File: src/rtl/fp_pkg.sv
// Shared floating-point helpers: operand classes plus field extract/pack
// and special-value generators. Helpers work on a 64-bit container and
// take the exponent/fraction widths as arguments, so any format up to
// 64 bits can use them.
package fp_pkg;

    typedef enum logic [1:0] {ZERO, NORM, INF, NAN} fp_class_e;

    localparam int FP_MAX_W = 64;
    typedef logic [FP_MAX_W-1:0] fp_word_t;

    function automatic fp_word_t fp_mask(input int w);
        return (fp_word_t'(1) << w) - fp_word_t'(1);
    endfunction

    function automatic logic fp_get_sign(input fp_word_t x, input int exp_w, input int man_w);
        fp_word_t t;
        t = x >> (exp_w + man_w);
        return t[0];
    endfunction

    function automatic fp_word_t fp_get_exp(input fp_word_t x, input int exp_w, input int man_w);
        return (x >> man_w) & fp_mask(exp_w);
    endfunction

    function automatic fp_word_t fp_get_frac(input fp_word_t x, input int man_w);
        return x & fp_mask(man_w);
    endfunction

    function automatic fp_word_t fp_pack(input logic s, input fp_word_t e, input fp_word_t f,
                                         input int exp_w, input int man_w);
        return (fp_word_t'(s) << (exp_w + man_w)) |
               ((e & fp_mask(exp_w)) << man_w) |
               (f & fp_mask(man_w));
    endfunction

    // A zero exponent covers both zero and subnormal: subnormals are
    // flushed, so both classify as ZERO.
    function automatic fp_class_e fp_classify(input fp_word_t e, input fp_word_t f, input int exp_w);
        if (e == '0)
            return ZERO;
        else if (e == fp_mask(exp_w))
            return (f == '0) ? INF : NAN;
        else
            return NORM;
    endfunction

    function automatic fp_word_t fp_inf(input logic s, input int exp_w, input int man_w);
        return fp_pack(s, fp_mask(exp_w), '0, exp_w, man_w);
    endfunction

    function automatic fp_word_t fp_qnan(input int exp_w, input int man_w);
        return fp_pack(1'b0, fp_mask(exp_w), fp_word_t'(1) << (man_w - 1), exp_w, man_w);
    endfunction

endpackage

File: src/rtl/fp_lzc.sv
// Leading-zero counter: number of zero bits above the most significant
// one; equals DATA_W for an all-zero input.
module fp_lzc #(
    parameter int DATA_W = 28
) (
    input  logic [DATA_W-1:0]           din,
    output logic [$clog2(DATA_W+1)-1:0] cnt
);

    localparam int CNT_W = $clog2(DATA_W + 1);

    logic found;

    // Scan from the MSB down, counting zeros until the first one.
    always_comb begin
        cnt   = '0;
        found = 1'b0;
        for (int i = DATA_W - 1; i >= 0; i--) begin
            if (!found) begin
                if (din[i])
                    found = 1'b1;
                else
                    cnt = cnt + CNT_W'(1);
            end
        end
    end

endmodule

File: src/rtl/fp_addsub_pipe.sv
// Three-stage floating-point adder/subtractor with valid/ready flow
// control, a pass-through tag and overflow/invalid/inexact flags.
// S1 classify/swap/align, S2 add/subtract, S3 normalise/round/pack.
module fp_addsub_pipe
    import fp_pkg::*;
#(
    parameter int EXP_W = 8,
    parameter int MAN_W = 23,
    parameter int TAG_W = 2
) (
    input  logic                     clk,
    input  logic                     rst,
    input  logic                     in_valid,
    output logic                     in_ready,
    input  logic [EXP_W+MAN_W:0]     a,
    input  logic [EXP_W+MAN_W:0]     b,
    input  logic                     sub,
    input  logic [TAG_W-1:0]         in_tag,
    output logic                     out_valid,
    input  logic                     out_ready,
    output logic [EXP_W+MAN_W:0]     result,
    output logic [TAG_W-1:0]         out_tag,
    output logic                     flag_ovf,
    output logic                     flag_inv,
    output logic                     flag_inx
);

    localparam int W      = 1 + EXP_W + MAN_W;
    localparam int MW     = MAN_W + 4;           // hidden + fraction + G/R/S
    localparam int SW     = MW + 1;              // plus carry
    localparam int LZ_W   = $clog2(SW + 1);
    localparam int EXP_SW = (EXP_W + 2 > LZ_W + 2) ? EXP_W + 2 : LZ_W + 2;
    localparam logic signed [EXP_SW-1:0] EXP_ZERO = '0;
    localparam logic signed [EXP_SW-1:0] EXP_TOP  = EXP_SW'({EXP_W{1'b1}});

    // Whole pipeline moves together; a stalled output freezes every stage.
    logic advance;
    logic out_valid_q;
    assign advance  = out_ready || !out_valid_q;
    assign in_ready = advance;

    // ---------------- S1: unpack, classify, swap, align ----------------
    logic             sa, sb;
    logic [EXP_W-1:0] ea, eb, diff;
    logic [MAN_W-1:0] fa, fb;
    logic [MW-1:0]    ma, mb, m_small;
    fp_class_e        ca, cb;
    int               sh;

    logic             vld_p1_d, vld_p1_q;
    logic             sign_p1_d, sign_p1_q;
    logic             eff_sub_p1_d, eff_sub_p1_q;
    logic             zsign_p1_d, zsign_p1_q;
    logic             spec_p1_d, spec_p1_q;
    logic             spec_inv_p1_d, spec_inv_p1_q;
    logic [W-1:0]     spec_res_p1_d, spec_res_p1_q;
    logic [EXP_W-1:0] exp_p1_d, exp_p1_q;
    logic [MW-1:0]    mbig_p1_d, mbig_p1_q;
    logic [MW-1:0]    msml_p1_d, msml_p1_q;
    logic [TAG_W-1:0] tag_p1_d, tag_p1_q;

    // Classify operands, pick the larger magnitude and align the smaller one.
    always_comb begin
        sa = fp_get_sign(fp_word_t'(a), EXP_W, MAN_W);
        sb = fp_get_sign(fp_word_t'(b), EXP_W, MAN_W) ^ sub;
        ea = EXP_W'(fp_get_exp(fp_word_t'(a), EXP_W, MAN_W));
        eb = EXP_W'(fp_get_exp(fp_word_t'(b), EXP_W, MAN_W));
        fa = MAN_W'(fp_get_frac(fp_word_t'(a), MAN_W));
        fb = MAN_W'(fp_get_frac(fp_word_t'(b), MAN_W));
        ca = fp_classify(fp_word_t'(ea), fp_word_t'(fa), EXP_W);
        cb = fp_classify(fp_word_t'(eb), fp_word_t'(fb), EXP_W);
        // Subnormals flush to zero: no hidden bit, no fraction.
        ma = (ca == NORM) ? {1'b1, fa, 3'b000} : '0;
        mb = (cb == NORM) ? {1'b1, fb, 3'b000} : '0;

        if ({ea, ma} >= {eb, mb}) begin
            sign_p1_d = sa;
            exp_p1_d  = ea;
            mbig_p1_d = ma;
            m_small   = mb;
            diff      = ea - eb;
        end else begin
            sign_p1_d = sb;
            exp_p1_d  = eb;
            mbig_p1_d = mb;
            m_small   = ma;
            diff      = eb - ea;
        end

        // Beyond MAN_W+3 the hidden bit lands in the sticky position anyway.
        sh = (int'(diff) > MAN_W + 3) ? MAN_W + 3 : int'(diff);
        msml_p1_d = (m_small >> sh) |
                    MW'(|(m_small & ((MW'(1) << sh) - MW'(1))));

        eff_sub_p1_d = sa ^ sb;
        zsign_p1_d   = (ca == ZERO) && (cb == ZERO) && sa && sb;

        spec_p1_d     = 1'b0;
        spec_inv_p1_d = 1'b0;
        spec_res_p1_d = '0;
        if (ca == NAN || cb == NAN || (ca == INF && cb == INF && sa != sb)) begin
            spec_p1_d     = 1'b1;
            spec_inv_p1_d = 1'b1;
            spec_res_p1_d = W'(fp_qnan(EXP_W, MAN_W));
        end else if (ca == INF) begin
            spec_p1_d     = 1'b1;
            spec_res_p1_d = W'(fp_inf(sa, EXP_W, MAN_W));
        end else if (cb == INF) begin
            spec_p1_d     = 1'b1;
            spec_res_p1_d = W'(fp_inf(sb, EXP_W, MAN_W));
        end

        vld_p1_d = in_valid;
        tag_p1_d = in_tag;
    end

    // ---------------- S2: add / subtract aligned mantissas ----------------
    logic             vld_p2_d, vld_p2_q;
    logic [SW-1:0]    sum_p2_d, sum_p2_q;
    logic             sign_p2_d, sign_p2_q;
    logic             zsign_p2_d, zsign_p2_q;
    logic             spec_p2_d, spec_p2_q;
    logic             spec_inv_p2_d, spec_inv_p2_q;
    logic [W-1:0]     spec_res_p2_d, spec_res_p2_q;
    logic [EXP_W-1:0] exp_p2_d, exp_p2_q;
    logic [TAG_W-1:0] tag_p2_d, tag_p2_q;

    // Larger magnitude is always the minuend, so the difference never goes negative.
    always_comb begin
        sum_p2_d      = eff_sub_p1_q ? ({1'b0, mbig_p1_q} - {1'b0, msml_p1_q})
                                     : ({1'b0, mbig_p1_q} + {1'b0, msml_p1_q});
        vld_p2_d      = vld_p1_q;
        sign_p2_d     = sign_p1_q;
        zsign_p2_d    = zsign_p1_q;
        spec_p2_d     = spec_p1_q;
        spec_inv_p2_d = spec_inv_p1_q;
        spec_res_p2_d = spec_res_p1_q;
        exp_p2_d      = exp_p1_q;
        tag_p2_d      = tag_p1_q;
    end

    // ---------------- S3: normalise, round, pack, override ----------------
    logic [LZ_W-1:0]          lz;
    logic [SW-1:0]            norm;
    logic                     rnd, stk, round_up, rcarry;
    logic [MAN_W-1:0]         frac_f;
    logic signed [EXP_SW-1:0] exp_n, exp_f;

    logic                     out_valid_d;
    logic [W-1:0]             result_d, result_q;
    logic [TAG_W-1:0]         out_tag_d, out_tag_q;
    logic                     flag_ovf_d, flag_ovf_q;
    logic                     flag_inv_d, flag_inv_q;
    logic                     flag_inx_d, flag_inx_q;

    fp_lzc #(.DATA_W(SW)) u_lzc (
        .din (sum_p2_q),
        .cnt (lz)
    );

    // Shift the leading one to the carry position, round to nearest even, then apply overrides.
    always_comb begin
        norm              = sum_p2_q << lz;
        rnd               = norm[3];
        stk               = |norm[2:0];
        round_up          = rnd & (stk | norm[4]);
        {rcarry, frac_f}  = {1'b0, norm[SW-2:4]} + (MAN_W + 1)'(round_up);
        exp_n             = EXP_SW'(exp_p2_q) + EXP_SW'(1) - EXP_SW'(lz);
        exp_f             = exp_n + EXP_SW'(rcarry);

        result_d   = W'(fp_pack(sign_p2_q, fp_word_t'(exp_f[EXP_W-1:0]),
                                fp_word_t'(frac_f), EXP_W, MAN_W));
        flag_ovf_d = 1'b0;
        flag_inv_d = 1'b0;
        flag_inx_d = rnd | stk;

        if (spec_p2_q) begin
            result_d   = spec_res_p2_q;
            flag_inv_d = spec_inv_p2_q;
            flag_inx_d = 1'b0;
        end else if (!norm[SW-1]) begin
            // Exact zero: only (-0)+(-0) keeps the negative sign.
            result_d   = {zsign_p2_q, {(W-1){1'b0}}};
            flag_inx_d = 1'b0;
        end else if (exp_f >= EXP_TOP) begin
            result_d   = W'(fp_inf(sign_p2_q, EXP_W, MAN_W));
            flag_ovf_d = 1'b1;
            flag_inx_d = 1'b1;
        end else if (exp_f <= EXP_ZERO) begin
            result_d   = '0;
            flag_inx_d = 1'b0;
        end

        out_valid_d = vld_p2_q;
        out_tag_d   = tag_p2_q;
    end

    // Valid bits and visible outputs: cleared by reset, held while stalled.
    always_ff @(posedge clk or posedge rst) begin
        if (rst) begin
            vld_p1_q    <= 1'b0;
            vld_p2_q    <= 1'b0;
            out_valid_q <= 1'b0;
            result_q    <= '0;
            out_tag_q   <= '0;
            flag_ovf_q  <= 1'b0;
            flag_inv_q  <= 1'b0;
            flag_inx_q  <= 1'b0;
        end else if (advance) begin
            vld_p1_q    <= vld_p1_d;
            vld_p2_q    <= vld_p2_d;
            out_valid_q <= out_valid_d;
            result_q    <= result_d;
            out_tag_q   <= out_tag_d;
            flag_ovf_q  <= flag_ovf_d;
            flag_inv_q  <= flag_inv_d;
            flag_inx_q  <= flag_inx_d;
        end
    end

    // Internal datapath registers: meaningful only under their valid bit, so no reset.
    always_ff @(posedge clk) begin
        if (advance) begin
            sign_p1_q     <= sign_p1_d;
            eff_sub_p1_q  <= eff_sub_p1_d;
            zsign_p1_q    <= zsign_p1_d;
            spec_p1_q     <= spec_p1_d;
            spec_inv_p1_q <= spec_inv_p1_d;
            spec_res_p1_q <= spec_res_p1_d;
            exp_p1_q      <= exp_p1_d;
            mbig_p1_q     <= mbig_p1_d;
            msml_p1_q     <= msml_p1_d;
            tag_p1_q      <= tag_p1_d;
            sum_p2_q      <= sum_p2_d;
            sign_p2_q     <= sign_p2_d;
            zsign_p2_q    <= zsign_p2_d;
            spec_p2_q     <= spec_p2_d;
            spec_inv_p2_q <= spec_inv_p2_d;
            spec_res_p2_q <= spec_res_p2_d;
            exp_p2_q      <= exp_p2_d;
            tag_p2_q      <= tag_p2_d;
        end
    end

    assign out_valid = out_valid_q;
    assign result    = result_q;
    assign out_tag   = out_tag_q;
    assign flag_ovf  = flag_ovf_q;
    assign flag_inv  = flag_inv_q;
    assign flag_inx  = flag_inx_q;

endmodule

File: config.mk
export PLATFORM = sky130hd
export DESIGN_NAME = fp_addsub_pipe
export DESIGN_NICKNAME = d
export VERILOG_FILES = /design/src/rtl/fp_pkg.sv /design/src/rtl/fp_lzc.sv /design/src/rtl/fp_addsub_pipe.sv
export SDC_FILE = /design/constraint.sdc
export NUM_CORES = 1
export LEC_CHECK = 0
export CORE_MARGIN = 10
export CORE_UTILIZATION = 45
export CTS_BUF_LIST = sky130_fd_sc_hd__clkbuf_8
export CTS_CLUSTER_DIAMETER = 150
export DETAILED_ROUTE_END_ITERATION = 12
export PLACE_DENSITY = 0.67
export SYNTH_ARGS = -nofsm -noshare
export SYNTH_HDL_FRONTEND = slang
export SYNTH_SLANG_ARGS = --single-unit
File: constraint.sdc
create_clock -name clk -period 15.25 [get_ports clk]
set_input_delay 3.05 -clock clk [delete_from_list [all_inputs] [get_ports clk]]
set_output_delay 3.05 -clock clk [all_outputs]
set_load 0.02 [all_outputs]
==> results of run 1 <==
## worst max-delay path: cells and delay by family (launching register included)
family	cells	cell delay (ps)
and+or+nand+nor	24	4140
buffers and inverters	9	1140
DFF	1	470
adders and majority gates	16	4280
xor gates and xnor gates	1	150
muxes	8	1860
AOI/OAI and AO/OA	22	3850
## kinds of logic after synthesis
family          after synthesis
compound gates              554
xor+xnor                    123
fa+ha+maj                   109
buf+inv                     193
flops                       152
mux                         116
simple gates                809
## final timing paths
check,from,to,slack (ps)
setup / recovery,sum_p2_q[26],result[22],-750
hold / removal,exp_p1_q[1],exp_p2_q[1],430
setup reg to reg,sum_p2_q[26],result[22],-750
hold reg to reg,exp_p1_q[1],exp_p2_q[1],430
max in group asynchronous,rst,result[1],11890
min in group asynchronous,rst,result[22],3000
## cell usage after synthesis (all sizes together), types with 28 or more instances
library cell / instances
nand2: 245
nor2: 206
o21ai: 144
a21oi: 143
edfxtp: 112
ha: 102
inv: 87
mux2i: 86
xnor2: 82
clkbuf: 73
nand3: 56
nor3: 55
and2: 40
dfrtp: 40
nand2b: 38
a21o: 35
nor4: 34
xor2: 33
buf: 32
mux2: 30
a31oi: 28
## layout make-up
class | count | area (µm²)
inverter | 88 | 333
tap | 468 | 586
timing repair buffer | 346 | 2970
clock inverter | 15 | 199
fill | 3335 | 15800
multi-input combinational | 1711 | 12100
sequential | 152 | 4360
clock buffer | 17 | 234
## timing repair
item,CTS,global route
endpoints found under the setup margin,34,34
pin swaps,53,49
gates resized for setup,45,43
gates cloned,1,0
buffers inserted,60,20
## power by group
group          total, mW  leakage, nW  internal (mW)  switching, mW
logic               3.00         6.95           1.44           1.56
registers          0.793         1.67          0.623          0.169
clock network      0.321        0.214          0.129          0.192
total               4.12         8.83           2.19           1.92
## metrics by stage
step                      hold slack (ps)  cells  instance area (µm²)  worst slack, ps  util (%)
after floorplan                       400   2056                16900            -87.4         -
after global placement                402   2688                19400             -488      52.9
after detailed placement              405   2688                19400            -1110      52.9
after CTS                             429   2780                20500             -378      55.9
after global routing                  440   2797                20800            -1510      56.7
final                                 425   2797                20800             -746      56.7
## sequential cells by signal (all words and copies together), names as in the netlist, 2 cells and up
signal and flops:
result 32, sum_p2_q 28, msml_p1_q 27, mbig_p1_q 24, exp_p1_q 8, exp_p2_q 8
spec_res_p1_q 3, spec_res_p2_q 3, out_tag 2, out_tag_d 2, tag_p1_q 2
## per-layer routing
metal	part of all wire (%)	wire, µm	track usage [%]
met1	45	23400	29.9
met4	2.5	1320	7.14
met5	0	0	0
met3	4.7	2400	2.46
met2	48	24600	37.1
==> results.py, run 1 <==
metrics = {
    "yosys": {
        "yosysTopAreaCellShare_pct": 20.2,
        "yosysWarnings": 0,
        "syn_inst": 2056,
        "synth_top_area_cell": "edfxtp_1",
        "async_reset_ff_share_pct": 26.3,
        "synth_top_family_by_area": "simple AND/OR/NAND/NOR gates",
        "netlist_area_um2": 16700,
        "muxShareOfSynthArea_pct": 7.28,
        "synth_compound_area_share_pct": 21.8,
        "post_synth_num_cell_types": 107,
        "synth_simple_gate_area_share_pct": 23.9,
        "yosys.area_share.adder_pct": 8.31,
        "syn_avg_cell_area_um2": 8.12,
        "synthTopCellsByArea": "edfxtp_1, ha_1, dfrtp_1",
        "ys_ff_latch": 152,
        "seq_area_frac_synth_pct": 26.2,
        "synth_fp_nets": 2233,
        "synth_xor_area_share_pct": 7.88,
        "ys_dominant_reg_cell": "edfxtp_1",
        "synth-edff-count": 112,
    },
    "final_layout": {
        "final_common_cell": "nand2_1",
        "drive_gt1_share_pct": 18.5,
        "layout_common_cells": "nand2_1, buf_4, nor2_1, o21ai_0, a21oi_1",
        "diodes": 0,
        "synthToLayoutAreaGrowth_pct": 24.4,
        "nets": 2493,
    },
    "cts": {
        "cts_root_buf": "clkbuf_8",
        "cts_sinks": 152,
        "clkTransAtPathRegs_ps": 110,
        "clkLatencyLatePin_ps": 480,
        "cts_tree": "done",
        "cts_made_buffers": 17,
        "htreeDepth": 4,
        "postCtsHoldBufs": 0,
        "clockBufferDepth": 2,
    },
    "detailed_routing": {
        "via_per_inst": 5.89,
        "wl_per_cell_um": 18.5,
        "drc": 0,
        "num_vias": 16500,
        "drt-total-wl_um": 51700,
        "drt_iter0_markers": 1231,
        "ant_nets": 0,
        "dr.pass1.iters": 8,
    },
    "setup_path": {
        "r2r_cells": 80,
        "worstSetupPathType": "flop to flop",
        "cp.arrival_ps": 16370,
        "endpoint_kind": "flop",
        "cpPeakStageDelay_ps": 510,
        "cp_common_cell": "ha_1",
        "path_max_fanout": 8,
        "required_ps": 15620,
        "cp_slowest_cell": "or4_4",
        "cp-start-kind": "flop",
    },
    "grt": {
        "antenna_found_initial": 0,
        "grt_pass1_vias": 16000,
        "grt_pass1_wl_um": 83200,
        "gr-total-overflow": 0,
        "grt_start_max_net_pins": 91,
        "grtUsageTotal_pct": 22.4,
    },
    "timing": {
        "hold_viol_final": 0,
        "fin_ws_ps": -746,
        "period_share_pct": 105,
        "rsz0062_at_grt": "true",
        "setup_viol_count_final": 34,
        "worstMarginPinSlew_ps": 1340,
        "fmax_mhz": 62.5,
        "finalSetupTns_ps": -18850,
        "relSlewSlack_pct": 10.6,
        "layout_min_cycle_time_ps": 16000,
        "fin_worst_skew_ps": 19.5,
        "maxSlewViolCount": 0,
    },
    "placed_design": {
        "port-buffer-count": 109,
        "hpwl_um": 40100,
        "place_congestion": 0.946,
    },
    "floorplanning": {
        "rows": 70,
        "initial_core_util_pct": 45.6,
        "core_um2": 36600,
        "die_y_um": 213,
        "dieWidth_um": 213,
        "io_pins": 110,
        "dieArea_um2": 45200,
    },
    "outcome": {
        "violations": "setup timing",
        "status": "finished with violations",
    },
    "power": {
        "p_total_mw": 4.12,
        "p_per_area_nw_per_um2": 198,
        "ir_drop_mv": 0.0874,
        "power_leakage_nw": 8.83,
    },
    "run": {
        "maxCapViolCount": 0,
    },
    "worst_hold_path": {
        "hold_depth": 0,
        "min_path_type": "flop to flop",
    },
}
(Power assumes the default switching activity.)
==> run 2, diff against run 1 <==
--- a/config.mk
+++ b/config.mk
@@ -6,11 +6,11 @@
 export NUM_CORES = 1
 export LEC_CHECK = 0
 export CORE_MARGIN = 10
-export CORE_UTILIZATION = 45
+export CORE_UTILIZATION = 35
 export CTS_BUF_LIST = sky130_fd_sc_hd__clkbuf_8
 export CTS_CLUSTER_DIAMETER = 150
 export DETAILED_ROUTE_END_ITERATION = 12
-export PLACE_DENSITY = 0.67
+export PLACE_DENSITY = 0.55
 export SYNTH_ARGS = -nofsm -noshare
 export SYNTH_HDL_FRONTEND = slang
 export SYNTH_SLANG_ARGS = --single-unit
==> run 2 against run 1 <==
The flow still finishes with violations (setup timing). Register-to-register slack improved by 160 ps. Worst hold slack got worse by 8.0 ps. Non-clock buffer count down 12. Die area is 26% higher. First-iteration DRC count shrank 9.9%. Core utilization shrank 12 points. Clock skew is 6.9 ps higher. Total power decreased by 1.5%. Wire length is 3.6% higher. Sequential share of layout area about the same. Largest cell class unchanged.
==> results.py, run 2 (synthesized netlist as in run 1, its figures left out) <==
metrics = {
    "setup_path": {
        "required_ps": 15610,
        "endpoint_kind": "flop",
        "r2r_cells": 84,
        "path_max_fanout": 5,
        "cp-start-kind": "flop",
        "endpoint": "result[11]",
        "cp_num_buf_inv": 4,
        "cpPeakStageDelay_ps": 450,
        "cp_slowest_cell": "edfxtp_1",
        "critPathTopFamily": "compound AO/OA/AOI/OAI gates",
        "path_depth": 84,
        "worstSetupPathType": "flop to flop",
        "cp.arrival_ps": 16200,
        "cp_common_cell": "ha_1",
        "r2r_setup_slack_ps": -590,
        "r2r-start": "sum_p2_q[26]",
        "crit_start": "sum_p2_q[26]",
        "r2r-end": "result[11]",
    },
    "worst_hold_path": {
        "hold_start": "exp_p1_q[6]",
        "min_path_type": "flop to flop",
    },
    "floorplanning": {
        "core_um2": 46900,
        "dieArea_um2": 56800,
        "rows": 79,
        "io_pins": 110,
        "initial_core_util_pct": 35.6,
        "die_y_um": 238,
        "dieWidth_um": 238,
    },
    "timing": {
        "period_share_pct": 104,
        "fmax_mhz": 63.1,
        "setup_viol_count_final": 33,
        "fin_ws_ps": -587,
        "relSlewSlack_pct": 17.7,
        "fin_worst_skew_ps": 26.4,
        "hold_viol_final": 0,
        "rsz0062_at_grt": "true",
        "maxSlewViolCount": 0,
        "worstMarginPinSlew_ps": 1230,
        "layout_min_cycle_time_ps": 15840,
    },
    "final_layout": {
        "synthToLayoutAreaGrowth_pct": 24.7,
        "final_common_cell": "nand2_1",
        "nets": 2482,
        "largest_reg_flops": 32,
        "fin_cells": 2925,
        "diodes": 0,
        "layout_common_cells": "nand2_1, buf_4, nor2_1, a21oi_1, o21ai_0",
        "design_area_um2": 20800,
        "drive_gt1_share_pct": 18.0,
    },
    "cts": {
        "cts_tree": "done",
        "cts_made_buffers": 17,
        "cts_sinks": 152,
        "clkTransAtPathRegs_ps": 110,
        "cts_root_buf": "clkbuf_8",
        "clockBufferDepth": 2,
        "htreeDepth": 4,
        "clkLatencyLatePin_ps": 460,
    },
    "placed_design": {
        "port-buffer-count": 109,
        "hpwl_um": 42200,
        "dp_cells": 2833,
        "dpl-instance-area_um2": 19600,
        "place_congestion": 0.913,
    },
    "detailed_routing": {
        "via_per_inst": 5.56,
        "drc": 0,
        "drt_iter0_markers": 1109,
        "num_vias": 16300,
        "ant_nets": 0,
        "wl_per_cell_um": 18.3,
        "dr.pass1.iters": 5,
        "drt-total-wl_um": 53600,
    },
    "grt": {
        "grtUsageTotal_pct": 18.2,
        "gr-total-overflow": 0,
        "grt_pass1_wl_um": 85600,
        "grt_start_max_net_pins": 79,
        "antenna_found_initial": 0,
        "grt_pass1_vias": 16000,
    },
    "power": {
        "power_leakage_nw": 8.77,
        "p_per_area_nw_per_um2": 195,
        "ir_drop_mv": 0.0897,
        "p_total_mw": 4.05,
    },
    "outcome": {
        "violations": "setup timing",
        "status": "finished with violations",
    },
    "run": {
        "maxCapViolCount": 0,
    },
}
run 2: cell types whose count changed in the layout (fill, tap and decap cells not counted), moves of 3 or more:
cell,previous run,this run
xnor2_1,71,74
inv_8,3,6
buf_4,221,213
clkinv_8,7,4
a21oi_1,126,129
buf_6,10,5
a21oi_2,16,12
run 2: timing repair:
action | CTS | global route
endpoints found under the hold margin | 0 | 0
gates cloned | 2 | 0
endpoints found under the setup margin | 34 | 34
buffers inserted | 47 | 12
gates resized for setup | 38 | 38
hold buffers | 0 | 0
pin swaps | 48 | 27
run 2: area by class of cell:
cell class | count | area, µm²
Timing Repair Buffer | 334 | 2890
Sequential cell | 152 | 4360
Fill cell | 4662 | 26000
Tap cell | 607 | 759
Clock inverter | 15 | 171
Inverter | 88 | 333
Clock buffer | 17 | 234
Multi-Input combinational cell | 1712 | 12100
run 2: power by group:
part / internal (mW) / switching, mW / leakage [nW] / total (mW)
sequential: 0.623 / 0.167 / 1.67 / 0.790
combinational: 1.42 / 1.54 / 6.89 / 2.96
clock: 0.125 / 0.182 / 0.208 / 0.308
run 2: through the flow:
step | setup WS (ps) | hold slack, ps | utilization, % | setup TNS [ps]
after detailed placement | -748 | 405 | 41.8 | -17560
after floorplan | -87.4 | 400 | - | -87.4
after global placement | -398 | 402 | 41.8 | -6900
after global routing | -1450 | 431 | 44.4 | -45120
after CTS | -292 | 414 | 43.9 | -6700
final | -587 | 417 | 44.4 | -15750
run 2: worst min path at each step:
stage | endpoint | slack [ps] | cells past startpoint
after global routing | spec_res_p2_q[22] | 430 | 0
after global placement | out_tag_d[1] | 400 | 0
after floorplan | exp_p2_q[0] | 400 | 0
after CTS | exp_p2_q[6] | 410 | 0
final | exp_p2_q[6] | 420 | 0
after detailed placement | exp_p2_q[0] | 400 | 0
run 2: per-layer routing:
layer / global-route usage [%] / vias up / part of all wire, %
li1: - / 8032 / -
met1: 24.6 / 7746 / 47
met2: 30.7 / 407 / 48
met3: 1.69 / 68 / 3.9
met4: 4.56 / 0 / 2.0
met5: 0 / - / 0
run 2: worst reg2reg max path: cells and delay by family, from the launching register on:
| family | cells | cell delay (ps) |
|---|---|---|
| XOR/XNOR | 2 | 460 |
| AO/OA/AOI/OAI | 32 | 5740 |
| adder cells (fa/ha/maj) | 15 | 3750 |
| buffers and inverters | 4 | 550 |
| AND/OR/NAND/NOR | 25 | 3650 |
| multiplexers | 6 | 1110 |
| flip-flops | 1 | 450 |
==> run 3, diff against run 2 <==
--- a/config.mk
+++ b/config.mk
@@ -10,6 +10,7 @@
 export CTS_BUF_LIST = sky130_fd_sc_hd__clkbuf_8
 export CTS_CLUSTER_DIAMETER = 150
 export DETAILED_ROUTE_END_ITERATION = 12
+export HOLD_SLACK_MARGIN = 0.06
 export PLACE_DENSITY = 0.55
 export SYNTH_ARGS = -nofsm -noshare
 export SYNTH_HDL_FRONTEND = slang
==> constraint.sdc (replaced) <==
create_clock -name clk -period 15.25 [get_ports clk]
set_input_delay 3.05 -clock clk [delete_from_list [all_inputs] [get_ports clk]]
set_output_delay 3.05 -clock clk [all_outputs]
set_load 0.05 [all_outputs]
==> results of run 3 <==
Same layout as run 2 (identical final DEF). Status: finished with violations: setup timing.
Among the figures that moved: total power 4.05 mW -> 4.12 mW
